### config.mk
export PLATFORM = sky130hd
export DESIGN_NAME = ldst_bus_arb
export DESIGN_NICKNAME = d
export VERILOG_FILES = /design/src/rtl/ldst_bus_arb.sv
export SDC_FILE = /design/constraint.sdc
export NUM_CORES = 1
export LEC_CHECK = 0
export CAP_MARGIN = 20
export CORE_AREA = 3 3 123 125
export CTS_CLUSTER_SIZE = 16
export DETAILED_ROUTE_END_ITERATION = 8
export DIE_AREA = 0 0 126 128
export GPL_ROUTABILITY_DRIVEN = 0
export GPL_TIMING_DRIVEN = 0
export PLACE_DENSITY = 0.64
export RECOVER_POWER = 100
export SETUP_SLACK_MARGIN = 0.05
export SYNTH_ARGS = -nofsm -noshare
export SYNTH_HDL_FRONTEND = slang
export SYNTH_SLANG_ARGS = --single-unit
### constraint.sdc
create_clock -name clk -period 2.55 [get_ports clk]
set_input_delay 0.765 -clock clk [delete_from_list [all_inputs] [get_ports clk]]
set_output_delay 0.765 -clock clk [all_outputs]
set_load 0.02 [all_outputs]
### src/rtl/ldst_bus_arb.sv
// Two-requester round-robin arbiter for the load/store bus.
// m0 = EXU ldst handler, m1 = debug/DMA port. Granted requester IDs are kept
// in an in-order FIFO so each slave response is routed back to its owner with
// no added latency in either direction.
module ldst_bus_arb #(
    parameter int XLEN     = 32,
    parameter int OT_DEPTH = 2
) (
    input  logic                          clk,
    input  logic                          rst,
    input  logic                          m0_req_vld,
    output logic                          m0_req_rdy,
    input  logic [XLEN-1:0]               m0_req_addr,
    input  logic                          m0_req_st,
    input  logic [XLEN-1:0]               m0_req_data,
    input  logic [3:0]                    m0_req_strobe,
    output logic                          m0_rsp_vld,
    input  logic                          m0_rsp_rdy,
    output logic [XLEN-1:0]               m0_rsp_data,
    input  logic                          m1_req_vld,
    output logic                          m1_req_rdy,
    input  logic [XLEN-1:0]               m1_req_addr,
    input  logic                          m1_req_st,
    input  logic [XLEN-1:0]               m1_req_data,
    input  logic [3:0]                    m1_req_strobe,
    output logic                          m1_rsp_vld,
    input  logic                          m1_rsp_rdy,
    output logic [XLEN-1:0]               m1_rsp_data,
    output logic                          s_req_vld,
    input  logic                          s_req_rdy,
    output logic [XLEN-1:0]               s_req_addr,
    output logic                          s_req_st,
    output logic [XLEN-1:0]               s_req_data,
    output logic [3:0]                    s_req_strobe,
    input  logic                          s_rsp_vld,
    output logic                          s_rsp_rdy,
    input  logic [XLEN-1:0]               s_rsp_data,
    output logic [$clog2(OT_DEPTH):0]     ot_cnt,
    output logic                          err_unexp_rsp
);

    localparam int PW = (OT_DEPTH > 1) ? $clog2(OT_DEPTH) : 1;
    localparam int CW = $clog2(OT_DEPTH) + 1;
    localparam logic [PW-1:0] PTR_LAST = PW'(OT_DEPTH - 1);
    localparam logic [CW-1:0] CNT_FULL = CW'(OT_DEPTH);

    // ST_ARB: free arbitration; ST_HOLD: slave stalled, grant pinned to lock_id
    typedef enum logic {ST_ARB, ST_HOLD} state_t;

    state_t              state_q, state_d;
    logic                lock_id_q, lock_id_d;
    logic                rr_ptr_q, rr_ptr_d;
    logic                err_q, err_d;
    logic [CW-1:0]       ot_cnt_q, ot_cnt_d;
    logic [PW-1:0]       wr_ptr_q, wr_ptr_d;
    logic [PW-1:0]       rd_ptr_q, rd_ptr_d;
    logic [OT_DEPTH-1:0] id_fifo_q, id_fifo_d;

    logic gnt_vld, gnt_id, full, empty, head_id, req_hs, rsp_pop;

    function automatic logic [PW-1:0] ptr_inc(input logic [PW-1:0] p);
        return (p == PTR_LAST) ? '0 : p + 1'b1;
    endfunction

    // Grant selection: a pinned grant wins, then a lone requester, then rr_ptr on a tie
    always_comb begin
        gnt_vld = 1'b0;
        gnt_id  = 1'b0;
        if (state_q == ST_HOLD) begin
            gnt_vld = 1'b1;
            gnt_id  = lock_id_q;
        end else if (m0_req_vld && m1_req_vld) begin
            gnt_vld = 1'b1;
            gnt_id  = rr_ptr_q;
        end else if (m0_req_vld) begin
            gnt_vld = 1'b1;
            gnt_id  = 1'b0;
        end else if (m1_req_vld) begin
            gnt_vld = 1'b1;
            gnt_id  = 1'b1;
        end
    end

    // Full is judged on the registered count, so a same-cycle pop never unblocks a push
    assign full  = (ot_cnt_q == CNT_FULL);
    assign empty = (ot_cnt_q == '0);

    assign s_req_vld    = gnt_vld & ~full;
    assign s_req_addr   = gnt_id ? m1_req_addr   : m0_req_addr;
    assign s_req_st     = gnt_id ? m1_req_st     : m0_req_st;
    assign s_req_data   = gnt_id ? m1_req_data   : m0_req_data;
    assign s_req_strobe = gnt_id ? m1_req_strobe : m0_req_strobe;
    assign m0_req_rdy   = s_req_vld & ~gnt_id & s_req_rdy;
    assign m1_req_rdy   = s_req_vld &  gnt_id & s_req_rdy;
    assign req_hs       = s_req_vld & s_req_rdy;

    // With nothing outstanding a response is swallowed (and flagged) rather than routed
    assign head_id     = id_fifo_q[rd_ptr_q];
    assign m0_rsp_vld  = s_rsp_vld & ~empty & ~head_id;
    assign m1_rsp_vld  = s_rsp_vld & ~empty &  head_id;
    assign s_rsp_rdy   = empty ? s_rsp_vld : (head_id ? m1_rsp_rdy : m0_rsp_rdy);
    assign rsp_pop     = s_rsp_vld & s_rsp_rdy & ~empty;
    assign m0_rsp_data = s_rsp_data;
    assign m1_rsp_data = s_rsp_data;

    assign ot_cnt        = ot_cnt_q;
    assign err_unexp_rsp = err_q;

    // Next-state: lock FSM, round-robin pointer, ID FIFO and outstanding count
    always_comb begin
        state_d   = state_q;
        lock_id_d = lock_id_q;
        rr_ptr_d  = rr_ptr_q;
        wr_ptr_d  = wr_ptr_q;
        rd_ptr_d  = rd_ptr_q;
        id_fifo_d = id_fifo_q;
        ot_cnt_d  = ot_cnt_q;
        err_d     = err_q | (s_rsp_vld & empty);

        case (state_q)
            ST_ARB: begin
                if (s_req_vld && !s_req_rdy) begin
                    state_d   = ST_HOLD;
                    lock_id_d = gnt_id;
                end
            end
            ST_HOLD: begin
                if (req_hs) state_d = ST_ARB;
            end
            default: state_d = ST_ARB;
        endcase

        if (req_hs) begin
            id_fifo_d[wr_ptr_q] = gnt_id;
            wr_ptr_d            = ptr_inc(wr_ptr_q);
            rr_ptr_d            = ~gnt_id;
        end
        if (rsp_pop) rd_ptr_d = ptr_inc(rd_ptr_q);

        case ({req_hs, rsp_pop})
            2'b10:   ot_cnt_d = ot_cnt_q + 1'b1;
            2'b01:   ot_cnt_d = ot_cnt_q - 1'b1;
            default: ot_cnt_d = ot_cnt_q;
        endcase
    end

    // State registers
    always_ff @(posedge clk or posedge rst) begin
        if (rst) begin
            state_q   <= ST_ARB;
            lock_id_q <= 1'b0;
            rr_ptr_q  <= 1'b0;
            err_q     <= 1'b0;
            ot_cnt_q  <= '0;
            wr_ptr_q  <= '0;
            rd_ptr_q  <= '0;
            id_fifo_q <= '0;
        end else begin
            state_q   <= state_d;
            lock_id_q <= lock_id_d;
            rr_ptr_q  <= rr_ptr_d;
            err_q     <= err_d;
            ot_cnt_q  <= ot_cnt_d;
            wr_ptr_q  <= wr_ptr_d;
            rd_ptr_q  <= rd_ptr_d;
            id_fifo_q <= id_fifo_d;
        end
    end

endmodule

# --- Word level (Yosys, flattened, before mapping) ---
# Index checks and enable logic that the tools add are counted.
# W data, S select, Z words.
totals:
  register_bits: 10
  latch_bits: 0
  ram_bits: 0
  rom_bits: 0
  mem_count: 0
op_classes:
  add_sub_neg: 4
  multipliers: 0
  div_mod_pow: 0
  order_cmp: 3
  n_eq_ne: 3
  n_shift: 0
  mux: 24
  bitwise: 18
  reduce_logical: 7
ops:
  columns: ["op", "count"]
  rows:
  - ["$mux W32", 2]
  - ["$mux W1", 17]
  - ["$and A1 B1 Y1", 12]
  - ["$not A1 Y1", 5]
  - ["$eq A2 B2 Y1 const B", 2]
  - ["$lt A1 B2 Y1 const B", 2]
  - ["$mux W4", 1]
  - ["$pmux W2 S2", 1]
  - ["$logic_and A1 B1 Y1", 3]
  - ["$add A1 B1 Y1 const B", 2]
  - ["$add A2 B1 Y2 const B", 1]
  - ["$bwmux W2", 1]
  - ["$eq A2 B1 Y1 const B", 1]
  - ["$logic_not A2 Y1", 1]
  - ["$pmux W1 S2", 1]
  - ["$reduce_and A2 Y1", 1]
  - ["$reduce_bool A2 Y1", 1]
  - ["$sub A2 B1 Y2 const B", 1]
  - ["$demux W1 S1", 1]
  - ["$ge A1 B1 Y1 const B", 1]
  - ["$logic_not A1 Y1", 1]
  - ["$or A1 B1 Y1", 1]

# --- Logic depth before layout (Yosys ltp) ---
# Gate-level depths: netlist (run 1).
depth:
  word_depth: 8
  mapped_depth: 7

# --- Least setup slack after synthesis (run 1) ---
# OpenSTA, ideal clock, no wires.
synth_path:
  kind: "input to output"
  startpoint: "in m0_req_vld"
  endpoint: "out s_req_data[7]"
  arrival_time_ns: 1.864
  required_time_ns: 1.785
  path_slack_ns: -0.079
  cell_stages: 5
  n_path_buf: 2
  cell_sequence: "nor2b_2 > o31ai_4 > buf_6 > buf_8 > mux2_1"
synth_between:
  elab_chain_len: 4
synth_lines:
  columns: ["element", "line", "text"]
  rows:
  - ["start, declared", "11", "input logic m0_req_vld,"]
  - ["$mux W1 / $logic_and A1 B1 Y1 (equally long branches)", "75, 72", null]
  - ["$mux W1 (*)", "72", "end else if (m0_req_vld && m1_req_vld) begin"]
  - ["$mux W1 (*)", "69", "if (state_q == ST_HOLD) begin"]
  - ["$mux W32 (*)", "91", "assign s_req_data = gnt_id ? m1_req_data : m0_req_data;"]
  - ["end, declared", "33", "output logic [XLEN-1:0] s_req_data,"]
# Mark *: on every way between the ends. The rest lies on a longest branch, timed or not.

# --- Final worst setup path (run 1) ---
layout_path:
  startpoint: "in m0_req_vld"
  endpoint: "out s_req_data[11]"
# The elaborated chain is that of the path after synthesis.

==> run metrics, run 1 <==
run status complete, but fails checks; violations in the final reports negative setup slack; Endpoint, Worst Hold err_unexp_rsp; Seq/Total Area, Yosys 11.6%; Critical Path Source Type primary input; leading cell type in the layout, fill and taps excluded sky130_fd_sc_hd__clkdlybuf4s50_1; clock-pin transition on the worst setup and hold timing paths about 0.040 ns; Max Freq 347 MHz; Setup violations, final 72; cts bufs inserted 3; area of the core around 14000 µm²; count of hold buffers inserted by post-cts repair 0; Antenna Cells 0; cell at the root of the clock tree sky130_fd_sc_hd__clkbuf_16; fraction of layout cells with a size suffix above 1 48.9%; Leakage Power 2.59 nW; Post-Place Cells between 600 and 700; maximum capacitance violations 0; number of remaining DRC errors 0; Total Die Area 16100 µm²; antenna violation net count after detailed routing 0; final routed wire length divided by cell count around 17 µm; number of cell rows 43; Clock H-tree levels 1; Horiz. Die Dim 126 µm; Overall Power 4.69 mW; slew of the pin with the lowest slew margin 0.443 ns; pin count of the biggest net entering global routing 11; type of element capturing the critical path primary output; insertion delay of the later-clocked pin in the worst-skew pair around 0.23 ns; half-perimeter wire length after detailed placement slightly below 10000 µm; post-layout net count 681; post-synthesis net count 374; reg-to-reg slack, setup 0.77 ns; area used by multi-input combinational logic 1320 µm²; IR Drop Worst-Case VDD 0.644 mV; number of hold-slack violations in the final timing report 0; area taken by flip-flops and latches 250 µm²; setup ws final -0.336 ns; area added between synthesis and finish 163%; Worst Path Max Fanout 5; Worst Path Class, Setup in -> out; Final Max Slew Viols 0; number of clock sinks 10; Cells on Worst Hold Path 1; time the worst path needs with I/O delays and setup 2.89 ns; initial core utilization around 15%; class of the worst hold path reg -> reg; routed wire length 11400 µm; DRT iter0 DRCs 61; Layout fillers between 1000 and 1500; Via density 3.70; worst clock skew 0.000582 ns; setup tns final -20.06 ns; TritonRoute pass-1 iters 4; number of flip-flops and latches in the synthesized netlist 10; critical path required time 1.79 ns; antenna violations before repair 0; hold path startpoint err_unexp_rsp; reg2reg end ot_cnt[1]; area of the mapped netlist around 2200 µm²; vias in the first global route 2660; power density over the cells between 800 and 900 nW/µm²; RSZ-0062 raised after global routing yes; Non-Filler Instances 681; CTS tree done; Mapped Cells 195; final critical-path share of the clock period 113%; Avg Cell Area, Syn 11.1 µm²; number of warnings reported in the yosys synthesis log 0; number of buffers on the longest clock path 2; GRT Residual Overflow 0; number of ports placed on the die boundary 320; post-synth cell types 30; leading cell types in the layout, fill and taps excluded sky130_fd_sc_hd__clkdlybuf4s50_1, sky130_fd_sc_hd__buf_4, sky130_fd_sc_hd__dlygate4sd3_1, sky130_fd_sc_hd__buf_6, sky130_fd_sc_hd__mux2_4; global-route wire length before repair 16100 µm; number of I/O port buffers 287; vias post-DR approximately 2500; Crit path arrival time 2.12 ns; die span in y 128 µm; global router's overall resource usage 12.5%; Worst slew margin a little over two thirds; Worst Reg2Reg Path Length in Cells 5
==> cell usage after synthesis <==
cell	n	area share, %
sky130_fd_sc_hd__buf_6	1	0.52
sky130_fd_sc_hd__nor2_1	6	1.0
sky130_fd_sc_hd__buf_4	64	22
sky130_fd_sc_hd__or3_1	1	0.29
sky130_fd_sc_hd__o211ai_1	2	0.69
sky130_fd_sc_hd__buf_8	1	0.69
sky130_fd_sc_hd__nor4_1	1	0.29
sky130_fd_sc_hd__o31ai_1	1	0.35
sky130_fd_sc_hd__buf_12	5	4.6
sky130_fd_sc_hd__o31ai_4	1	0.98
sky130_fd_sc_hd__xor2_1	2	0.81
sky130_fd_sc_hd__buf_2	2	0.46
sky130_fd_sc_hd__mux2_2	19	9.9
sky130_fd_sc_hd__xnor2_1	3	1.2
sky130_fd_sc_hd__mux2_4	54	38
sky130_fd_sc_hd__o21ai_0	1	0.23
sky130_fd_sc_hd__inv_2	1	0.17
sky130_fd_sc_hd__nand2b_1	1	0.29
sky130_fd_sc_hd__nor3_1	2	0.46
sky130_fd_sc_hd__nand2_1	3	0.52
sky130_fd_sc_hd__nand3_1	1	0.23
sky130_fd_sc_hd__mux2i_1	3	1.4
sky130_fd_sc_hd__inv_1	2	0.35
sky130_fd_sc_hd__nand4b_1	1	0.41
sky130_fd_sc_hd__mux2_1	1	0.52
sky130_fd_sc_hd__nor2b_2	1	0.41
sky130_fd_sc_hd__nor2b_1	3	0.87
sky130_fd_sc_hd__a21o_1	1	0.35
sky130_fd_sc_hd__dfrtp_1	10	12
sky130_fd_sc_hd__ha_1	1	0.58
==> how the worst max path moves through the flow <==
stage	endpoint	depth (start not counted)	start	slack, ns
final	s_req_data[11]	7	m0_req_vld	-0.34
after global routing	s_req_data[30]	7	m0_req_vld	-0.41
after CTS	s_req_data[1]	9	m0_req_vld	-0.45
after detailed placement	s_req_data[5]	7	m1_req_vld	-1.22
after global placement	s_req_data[5]	7	m1_req_vld	-1.22
after floorplan	s_req_addr[0]	5	m0_req_vld	0.02
==> worst max-delay path, cell delays in order <==
cell and delay (ns):
sky130_fd_sc_hd__buf_6 0.09, sky130_fd_sc_hd__nor2b_4 0.12, sky130_fd_sc_hd__o31ai_4 0.23, sky130_fd_sc_hd__buf_4 0.18
sky130_fd_sc_hd__bufbuf_16 0.25, sky130_fd_sc_hd__mux2_2 0.32, sky130_fd_sc_hd__buf_2 0.16
==> cell families after synthesis <==
logic type               synth area share (%)
buffers and inverters                    29.1
AO/OA/AOI/OAI                            2.61
AND/OR/NAND/NOR                          4.81
XOR/XNOR                                 2.03
flip-flops                               11.6
adder cells (fa/ha/maj)                 0.579
multiplexers                             49.3
==> flip-flops by register name (all words and copies together), names as in the netlist, named ones only <==
| register | count |
|---|---|
| err_unexp_rsp | 1 |
| rd_ptr_q | 1 |
| lock_id_q | 1 |
| id_fifo_q | 2 |
| rr_ptr_q | 1 |
| ot_cnt | 2 |
| wr_ptr_q | 1 |
==> metrics by stage <==
step	cell area, µm²	util (%)	hold slack (ns)	setup slack [ns]
floorplan	2170	-	0.459	0.0236
global placement	5270	37.7	0.455	-1.22
detailed placement	5270	37.7	0.448	-1.22
CTS	5600	40.0	0.457	-0.454
global route	5680	40.6	0.488	-0.407
finish	5680	40.6	0.446	-0.336
==> layout make-up <==
type                    instances  area share (%)
repair buffers                304            56.1
flip-flops and latches         10            4.41
plain buffers                  71            10.6
multi-input cells             109            23.2
clock buffers                   4            1.56
well taps                     180            3.96
inverters                       3           0.198
==> layer usage <==
layer  wire (µm)  vias to the layer above  global-route usage, %
li1            -                     1220                      -
met2        6110                      123                   22.6
met5           0                        -                      0
met3         797                       14                   2.75
met4         125                        0                   1.96
met1        4370                     1160                   15.5
==> what timing repair did <==
item | CTS | global route
gates resized for setup | 427 | 34
pin swaps | 1 | 1
endpoints found under the setup margin | 75 | 74
buffers inserted | 11 | 1
gates cloned | 4 | 2
hold endpoints to repair | 0 | 0
==> power by group <==
| part | internal, mW | leakage [nW] | switching (mW) | total [mW] |
|---|---|---|---|---|
| Clock | 0.235 | 0.0442 | 0.0681 | 0.303 |
| Sequential | 0.234 | 0.116 | 0.0706 | 0.305 |
| Combinational | 2.42 | 2.43 | 1.67 | 4.09 |
Power figures use the tool's default switching activity.
==> run 2: changes to the inputs <==
--- a/config.mk
+++ b/config.mk
@@ -7,6 +7,7 @@
 export LEC_CHECK = 0
 export CAP_MARGIN = 20
 export CORE_AREA = 3 3 123 125
+export CTS_CLUSTER_DIAMETER = 30
 export CTS_CLUSTER_SIZE = 16
 export DETAILED_ROUTE_END_ITERATION = 8
 export DIE_AREA = 0 0 126 128
==> results of run 2 <==
The final DEF is identical to that of run 1; final timing and power are the same.
==> run 3: changes to the inputs <==
--- a/config.mk
+++ b/config.mk
@@ -19,3 +19,4 @@
 export SYNTH_ARGS = -nofsm -noshare
 export SYNTH_HDL_FRONTEND = slang
 export SYNTH_SLANG_ARGS = --single-unit
+export TNS_END_PERCENT = 50
==> run metrics, run 3 (same netlist as run 1, synthesis figures left out) <==
GRT Residual Overflow 0 (unchanged); DRT iter0 DRCs 41 (-33%); routed wire length 11300 µm (-0.89%); initial core utilization 15.4% (unchanged); maximum capacitance violations 0 (unchanged); Max Freq 349 MHz (+0.70%); final critical-path share of the clock period 112% (-0.79 points); half-perimeter wire length after detailed placement 9730 µm (unchanged); antenna violation net count after detailed routing 0 (unchanged); Via density 3.68 (-0.41%); number of buffers on the longest clock path 2 (unchanged); number of cell rows 43 (unchanged); setup ws final -0.315 ns (+0.0202 ns); worst clock skew 0.000519 ns (-0.0000635 ns); cts bufs inserted 3 (unchanged); Overall Power 4.48 mW (-4.6%); cell at the root of the clock tree sky130_fd_sc_hd__clkbuf_16; Worst Path Class, Setup in -> out; antenna violations before repair 0 (unchanged); setup tns final -19.44 ns (+0.620 ns); Critical Path Source Type primary input; Post-Place Cells 662 (unchanged); Non-Filler Instances 677 (-0.59%); time the worst path needs with I/O delays and setup 2.87 ns (-0.0202 ns); type of element capturing the critical path primary output; Crit path arrival time 2.10 ns (-0.02 ns); leading cell types in the layout, fill and taps excluded sky130_fd_sc_hd__clkdlybuf4s50_1, sky130_fd_sc_hd__buf_4, sky130_fd_sc_hd__mux2_4, sky130_fd_sc_hd__buf_6; class of the worst hold path reg -> reg; TritonRoute pass-1 iters 4 (unchanged); die span in y 128 µm (unchanged); Post-Layout Inst Area 5530 µm² (-2.7%); area added between synthesis and finish 156%; Total Die Area 16100 µm² (unchanged); global-route wire length before repair 15900 µm (-1.5%); met2 track demand over resource in global routing 22.3% (-0.28 points); placement-stage cell area 5270 µm² (unchanged); fraction of met1 tracks used by global routing 15.2% (-0.31 points); Clock H-tree levels 1 (unchanged); grt peak-use layer met2; Worst slew margin 70.3% (about the same); Horiz. Die Dim 126 µm (unchanged); Final Max Slew Viols 0 (unchanged); run status complete, but fails checks; critical path required time 1.79 ns (about the same); Leakage Power 2.51 nW (-3.0%); post-layout net count 677 (-0.59%); final routed wire length divided by cell count 16.7 µm (-0.30%); leading cell type in the layout, fill and taps excluded sky130_fd_sc_hd__clkdlybuf4s50_1; Antenna Cells 0 (unchanged); met3 track demand over resource 2.88% (+0.13 points); global router's overall resource usage 12.3% (-0.16 points); IR Drop Worst-Case VDD 0.645 mV (+0.22%); slew of the pin with the lowest slew margin 0.443 ns (+0.000105 ns); Setup violations, final 72 (unchanged); vias post-DR 2492 (-0.99%); number of hold-slack violations in the final timing report 0 (unchanged); clock-pin transition on the worst setup and hold timing paths 0.04 ns (about the same); power density over the cells 810 nW/µm² (-2.0%); violations in the final reports negative setup slack; number of I/O port buffers 287 (unchanged); fraction of layout cells with a size suffix above 1 48.7% (-0.21 points); insertion delay of the later-clocked pin in the worst-skew pair 0.23 ns (about the same); pin count of the biggest net entering global routing 11 (unchanged); area of the core 14000 µm² (unchanged); DP Worst Slack -1.22 ns (unchanged); number of remaining DRC errors 0 (unchanged); Worst Path Max Fanout 10 (+5); number of clock sinks 10 (unchanged); RSZ-0062 raised after global routing yes; CTS tree done; vias in the first global route 2608 (-2.0%); number of ports placed on the die boundary 320 (unchanged)
run 3: cell types whose count changed in the layout (fill, tap and decap cells not counted), moves of 3 or more:
cell,previous run,this run
sky130_fd_sc_hd__buf_2,9,17
sky130_fd_sc_hd__dlygate4sd2_1,4,1
sky130_fd_sc_hd__buf_6,65,51
sky130_fd_sc_hd__buf_4,71,78
sky130_fd_sc_hd__buf_8,4,1
sky130_fd_sc_hd__clkdlybuf4s50_1,139,206
sky130_fd_sc_hd__dlygate4sd3_1,69,2
run 3: cell type report:
| class | instances | area (µm²) |
|---|---|---|
| multi-input cells | 109 | 1310 |
| well taps | 180 | 225 |
| clock buffers | 4 | 88.8 |
| flip-flops and latches | 10 | 250 |
| fillers | 1352 | 8460 |
| inverters | 3 | 11.3 |
| plain buffers | 72 | 621 |
| repair buffers | 299 | 3020 |
run 3: what timing repair did:
item	in CTS	in global routing
setup buffers	9	2
gates cloned	2	1
resized for setup	394	37
endpoints found under the setup margin	75	74
hold buffers	0	0
pin swaps	1	1
run 3: final timing paths:
check	startpoint	end	slack, ns	cells past startpoint
min in group asynchronous	rst	lock_id_q	0.96	2
min reg2reg	err_unexp_rsp	err_unexp_rsp	0.45	1
max	m0_req_vld	s_req_data[25]	-0.32	8
max in group asynchronous	rst	err_unexp_rsp	1.31	2
min	err_unexp_rsp	err_unexp_rsp	0.45	1
max reg2reg	register	id_fifo_q[1]	0.83	8
run 3: per-layer routing:
metal | share of wire [%] | vias up
li1 | - | 1212
met1 | 38 | 1135
met2 | 54 | 127
met3 | 7.1 | 18
met4 | 1.3 | 0
met5 | 0 | -
run 3: critical path, stage by stage:
cell	delay, ns
sky130_fd_sc_hd__buf_6	0.09
sky130_fd_sc_hd__nor2b_4	0.12
sky130_fd_sc_hd__o31ai_4	0.23
sky130_fd_sc_hd__buf_12	0.16
sky130_fd_sc_hd__buf_12	0.12
sky130_fd_sc_hd__buf_12	0.14
sky130_fd_sc_hd__mux2_4	0.30
sky130_fd_sc_hd__buf_2	0.16
run 3: per-stage QoR:
step,hold WS (ns),util (%)
4_1_cts,0.457,38.8
3_5_place_dp,0.448,37.7
6_report,0.452,39.5
3_3_place_gp,0.455,37.7
2_1_floorplan,0.459,-
5_1_grt,0.493,39.5
run 3: report_power, final:
group / total (mW) / internal (mW) / leakage, nW / switching [mW]
clock: 0.304 / 0.235 / 0.0442 / 0.0686
combinational: 3.85 / 2.24 / 2.35 / 1.61
sequential: 0.318 / 0.234 / 0.116 / 0.0838
total: 4.48 / 2.71 / 2.51 / 1.76
